**config.mk**
```make
export PLATFORM = sky130hd
export DESIGN_NAME = wb_stage
export DESIGN_NICKNAME = d
export VERILOG_FILES = /design/src/rtl/wb_stage_pkg.sv /design/src/rtl/wb_stage_load_align.sv /design/src/rtl/wb_stage.sv
export SDC_FILE = /design/constraint.sdc
export NUM_CORES = 1
export LEC_CHECK = 0
export CORE_ASPECT_RATIO = 1.5
export CORE_MARGIN = 3
export CORE_UTILIZATION = 25
export DETAILED_ROUTE_END_ITERATION = 10
export GPL_TIMING_DRIVEN = 0
export HOLD_SLACK_MARGIN = 0.03
export PLACE_DENSITY_LB_ADDON = 0.2
export SYNTH_ARGS = -nofsm -noshare
export SYNTH_HDL_FRONTEND = slang
export SYNTH_SLANG_ARGS = --single-unit
```
**constraint.sdc**
```tcl
create_clock -name clk -period 4.3 [get_ports clk]
set_clock_uncertainty 0.05 [all_clocks]
set_input_delay 0.43 -clock clk [delete_from_list [all_inputs] [get_ports clk]]
set_output_delay 0.43 -clock clk [all_outputs]
set_load 0.02 [all_outputs]
```
**src/rtl/wb_stage_pkg.sv**
```systemverilog
// Shared types for the writeback stage: load-op encoding and the MEM->WB payload bus.
package wb_stage_pkg;

  typedef enum logic [2:0] {
    LoadNone = 3'd0,
    LoadLw   = 3'd1,
    LoadLb   = 3'd2,
    LoadLbu  = 3'd3,
    LoadLh   = 3'd4,
    LoadLhu  = 3'd5,
    LoadLwl  = 3'd6,
    LoadLwr  = 3'd7
  } load_op_e;

  typedef struct packed {
    logic [31:0] pc;
    logic [4:0]  dest;
    logic        rf_we;
    logic [31:0] result;
    load_op_e    load_op;
    logic [31:0] load_data;
    logic [31:0] rt_old;
  } wb_bus_t;

  localparam int unsigned WbBusW = $bits(wb_bus_t);

endpackage

```
**src/rtl/wb_stage_load_align.sv**
```systemverilog
// Little-endian load data alignment and extension, including the LWL/LWR merge with old rt.
module wb_stage_load_align
  import wb_stage_pkg::*;
(
  input  logic [2:0]  op_i,
  input  logic [1:0]  addr_lo_i,
  input  logic [31:0] mem_data_i,
  input  logic [31:0] rt_old_i,
  input  logic [31:0] result_i,
  output logic [31:0] data_o
);

  load_op_e    op;
  logic [7:0]  byte_sel;
  logic [15:0] half_sel;

  always_comb begin
    op       = load_op_e'(op_i);
    byte_sel = mem_data_i[{addr_lo_i, 3'b000} +: 8];
    half_sel = mem_data_i[{addr_lo_i[1], 4'b0000} +: 16];
    data_o   = result_i;
    case (op)
      LoadLw:  data_o = mem_data_i;
      LoadLb:  data_o = {{24{byte_sel[7]}}, byte_sel};
      LoadLbu: data_o = {24'h000000, byte_sel};
      LoadLh:  data_o = {{16{half_sel[15]}}, half_sel};
      LoadLhu: data_o = {16'h0000, half_sel};
      // LWL fills the high bytes from memory, LWR the low bytes; the rest keeps old rt.
      LoadLwl: begin
        case (addr_lo_i)
          2'd0:    data_o = {mem_data_i[7:0], rt_old_i[23:0]};
          2'd1:    data_o = {mem_data_i[15:0], rt_old_i[15:0]};
          2'd2:    data_o = {mem_data_i[23:0], rt_old_i[7:0]};
          default: data_o = mem_data_i;
        endcase
      end
      LoadLwr: begin
        case (addr_lo_i)
          2'd0:    data_o = mem_data_i;
          2'd1:    data_o = {rt_old_i[31:24], mem_data_i[31:8]};
          2'd2:    data_o = {rt_old_i[31:16], mem_data_i[31:16]};
          default: data_o = {rt_old_i[31:8], mem_data_i[31:24]};
        endcase
      end
      default: data_o = result_i;
    endcase
  end

endmodule

```
**src/rtl/wb_stage.sv**
```systemverilog
// Writeback stage: latches MEM results, aligns load data, drives regfile write, bypass and trace.
module wb_stage
  import wb_stage_pkg::*;
#(
  parameter int unsigned CNT_W = 32
) (
  input  logic             clk,
  input  logic             reset,
  input  logic             mem_to_wb_valid,
  output logic             wb_allowin,
  input  logic [31:0]      mem_pc,
  input  logic [4:0]       mem_dest,
  input  logic             mem_rf_we,
  input  logic [31:0]      mem_result,
  input  logic [2:0]       mem_load_op,
  input  logic [31:0]      mem_load_data,
  input  logic [31:0]      mem_rt_old,
  input  logic             wb_stall,
  input  logic             wb_flush,
  output logic             rf_w_enable,
  output logic [4:0]       rf_w_addr,
  output logic [31:0]      rf_w_data,
  output logic             fwd_valid,
  output logic [4:0]       fwd_dest,
  output logic [31:0]      fwd_data,
  output logic [31:0]      debug_wb_pc,
  output logic [3:0]       debug_wb_rf_wen,
  output logic [4:0]       debug_wb_rf_wnum,
  output logic [31:0]      debug_wb_rf_wdata,
  output logic [CNT_W-1:0] retired_count
);

  wb_bus_t          wb_q, wb_d, mem_bus;
  logic             wb_valid_q, wb_valid_d;
  logic [CNT_W-1:0] retired_count_q, retired_count_d;
  logic             ready_go, retire, writes_reg;
  logic [31:0]      wb_data;

  always_comb begin
    mem_bus = '{pc:        mem_pc,
                dest:      mem_dest,
                rf_we:     mem_rf_we,
                result:    mem_result,
                load_op:   load_op_e'(mem_load_op),
                load_data: mem_load_data,
                rt_old:    mem_rt_old};
  end

  // Raw load word is held and aligned here so the write lands one cycle after accept.
  wb_stage_load_align u_load_align (
    .op_i       (wb_q.load_op),
    .addr_lo_i  (wb_q.result[1:0]),
    .mem_data_i (wb_q.load_data),
    .rt_old_i   (wb_q.rt_old),
    .result_i   (wb_q.result),
    .data_o     (wb_data)
  );

  always_comb begin
    ready_go   = !wb_stall;
    wb_allowin = !wb_valid_q || ready_go;
    retire     = wb_valid_q && ready_go && !wb_flush;
    writes_reg = wb_q.rf_we && (wb_q.dest != 5'd0);

    wb_d = wb_q;
    if (mem_to_wb_valid && wb_allowin) begin
      wb_d = mem_bus;
    end

    // Flush wins over a simultaneous accept.
    if (wb_flush) begin
      wb_valid_d = 1'b0;
    end else if (wb_allowin) begin
      wb_valid_d = mem_to_wb_valid;
    end else begin
      wb_valid_d = wb_valid_q;
    end

    retired_count_d = retired_count_q + CNT_W'(retire);
  end

  always_ff @(posedge clk) begin
    if (reset) begin
      wb_q            <= '0;
      wb_valid_q      <= 1'b0;
      retired_count_q <= '0;
    end else begin
      wb_q            <= wb_d;
      wb_valid_q      <= wb_valid_d;
      retired_count_q <= retired_count_d;
    end
  end

  always_comb begin
    rf_w_enable       = retire && writes_reg;
    rf_w_addr         = wb_q.dest;
    rf_w_data         = wb_data;
    fwd_valid         = wb_valid_q && writes_reg;
    fwd_dest          = wb_q.dest;
    fwd_data          = wb_data;
    debug_wb_pc       = wb_q.pc;
    debug_wb_rf_wen   = {4{rf_w_enable}};
    debug_wb_rf_wnum  = wb_q.dest;
    debug_wb_rf_wdata = wb_data;
    retired_count     = retired_count_q;
  end

endmodule

```
==> results.toml <==
[sta]
setup_tns_ps = 0
slew_viol_final = 0
period_needed_ps = 4160
slew_headroom = 0.406
finalSetupViolCount = 0
layout_setup_ws_ps = 140
worstMarginPinSlew_ps = 891
fmax_ghz = 0.240
timing_hold_violations_final = 0
whs_ps = 405
timing.final.crit_share = 0.968
rsz0062_at_grt = "false"

[critical_path]
required_ps = 3820
critical_path_arrival_ps = 3680
cp-start-kind = "flip-flop"
critPathMaxFanout = 10
crit_type = "reg2out"
cp-end-kind = "primary output"

[drt]
drtIter0Drc = 656
drt_wl_total_um = 40800
drt-vias-per-instance = 4.68
drc = 0
final_antenna_net_count = 0
dr_total_vias = 9806
detail_route.wl_per_cell_um = 19.5
drt-pass1-iter-count = 6

[layout]
finalNonFillerCells = 2094
final_core_util = 0.374
drive_gt1_frac = 0.122
post-route-cell-area_um2 = 13700
regArea_um2 = 3400
final_nets = 1740
multi_input_area_um2 = 4610
fill_cells = 3949
area_growth_pct = 47.4

[synthesis]
ys_seq_elements = 170
synth_top_flop_cell = "dfxtp_1"
synth-simple-area-share = 0.220
synth_fa_ha_area_frac = 0.00268
syn-cell-area_um2 = 9330
synth.net_count = 1399
synth_edf_count = 0
yosys.area.top_type = "dfxtp_1"
avgSynthCellArea_um2 = 7.43
synth_cell_types = 54
synth_seq_area_share = 0.365
synth_top_family_by_area = "simple AND/OR/NAND/NOR gates"
ys_top_cells_by_area = "dfxtp_1 (36%), nand2_1 (13%), buf_4 (9.4%), a21oi_1 (9.3%), mux2i_1 (5.0%)"
synth_compound_gate_area_share = 0.177
yosysWarnings = 0
synth-async-reset-ratio = 0
netlist_instances = 1255
synth.area.mux_share = 0.0673
yosys.area.top_type_share = 0.365
synth_xor_area_frac = 0.0272

[global_route]
grt_max_degree = 17
grt_pass1_wl_um = 59100
grtUsageTotal = 0.200
grt-ovfl-total = 0
antenna_found_initial = 6
grt_pass1_vias = 9529

[clocking]
clock_path_buffers = 2
postCtsHoldBufs = 0
root_buffer = "clkbuf_16"
cts_sinks = 170
clk_latency_ps = 460
h-tree-depth = 4
cts-buffers-inserted = 17
cts_tree = "yes"
clk_pin_slew_worst_paths_ps = 70

[pwr]
totalPowerFinal_mw = 4.67
p_seq_frac = 0.371
p_sw_frac = 0.323
p_sw_mw = 1.51
p_clk_frac = 0.338
leakagePower_nw = 5.23
power_frac_comb = 0.291
ir_worst_vdd_v = 0.000282
p_int_mw = 3.17
p_per_area_nw_per_um2 = 340

[placement]
dp.cells = 2061
hpwl_um = 32500
place_area_um2 = 13200
port_buffers = 322
gp_congestion = 0.942
dp_slack_ps = 608

[die]
initial_utilization = 0.253
top_level_ports = 324
die-width_um = 164
dieHeight_um = 243
fp-row-count = 86
die-area_um2 = 39700
fp.coreArea_um2 = 36800

[worst_hold_path]
hp-class = "reg2reg"

[outcome]
outcome = "finished clean"

[job]
drv_cap = 0
[synthesized netlist by cell type (all sizes together) (2+ instances only)]
library cell	number
o211ai	10
nor3b	2
o32ai	3
dfxtp	170
clkbuf	61
o22ai	7
mux2i	47
nand4	12
nand2	328
nand2b	2
a221o	8
o2bb2ai	7
inv	11
nor4	3
and3	7
and4	5
a22oi	5
a211oi	2
ha	2
xor2	24
xnor2	5
buf	144
nor2	89
mux2	14
nor2b	2
o21ai	32
nor3	7
nand3b	6
a31oi	34
nand4b	2
a21oi	174
nand3	20
[routing by layer]
metal	track usage	up-vias	wire [um]
li1	-	4823	-
met1	0.216	4514	15300
met2	0.348	366	20400
met3	0.0480	93	2660
met4	0.118	10	2340
met5	0	-	68
[worst max-delay path: stages, from the launching register on]
cell,delay (ps)
dfxtp_1,310
buf_2,240
buf_1,420
nand3_1,400
nor2_1,410
a22oi_1,120
a31oi_1,510
buf_4,200
clkdlybuf4s50_1,590
[cell families after synthesis]
logic type / after synthesis
simple gates: 488
compound gates: 288
buf+inv: 217
flops: 170
mux: 61
xor+xnor: 29
fa+ha+maj: 2
[repair_timing]
action	4_1_cts	5_1_grt
setup endpoints to repair	0	2
hold endpoints to repair	0	0
gates resized for setup	0	2
setup buffers	0	0
[cell usage in the layout, fill, tap and decap left out, drive strengths merged, types with 3 or more instances in the layout]
master,instances
inv,18
a31oi,34
clkinv,3
mux2i,47
a221o,8
a21oi,174
o32ai,3
o2bb2ai,7
o22ai,7
nand2,328
nand4,12
nand3b,6
o211ai,10
buf,144
and3,7
xor2,24
clkbuf,81
o21ai,32
xnor2,5
nor4,3
nand3,20
a22oi,5
and4,5
nor2,89
dfxtp,170
mux2,14
clkdlybuf4s50,322
nor3,7
[sequential cells by signal, summed over array words and instances (netlist names)]
register	flops
wb_q	100
debug_wb_pc	32
retired_count	32
debug_wb_rf_wnum	5
wb_valid_q	1
[power groups by stage]
| stage | clock [mW] | combinational [mW] | sequential, mW |
|---|---|---|---|
| floorplan | 0 | 0.746 | 1.72 |
| global placement | 0 | 1.36 | 1.77 |
| global route | 1.68 | 1.45 | 1.74 |
| detailed placement | 0 | 1.36 | 1.77 |
| finish | 1.58 | 1.36 | 1.73 |
| CTS | 1.62 | 1.37 | 1.73 |
[path summary, 6_finish.rpt]
| kind | cells after the start | to | slack (ps) | startpoint |
|---|---|---|---|---|
| worst max-delay path | 8 | rf_w_data[31] | 140 | wb_q[66] |
| worst min-delay path | 2 | debug_wb_pc[19] | 410 | debug_wb_pc[19] |
| worst max register to register | 9 | retired_count[20] | 2100 | wb_valid_q |
| worst min register to register | 2 | debug_wb_pc[19] | 410 | debug_wb_pc[19] |
[final cells by class]
type,count,share of cell area
diodes,1,0.000182
well taps,484,0.0441
clock buffers,20,0.0332
multi-input cells,868,0.335
repair buffers,322,0.234
inverters,11,0.00300
clock inverters,12,0.00938
flip-flops and latches,170,0.248
plain buffers,206,0.0928
(Power assumes the default switching activity.)
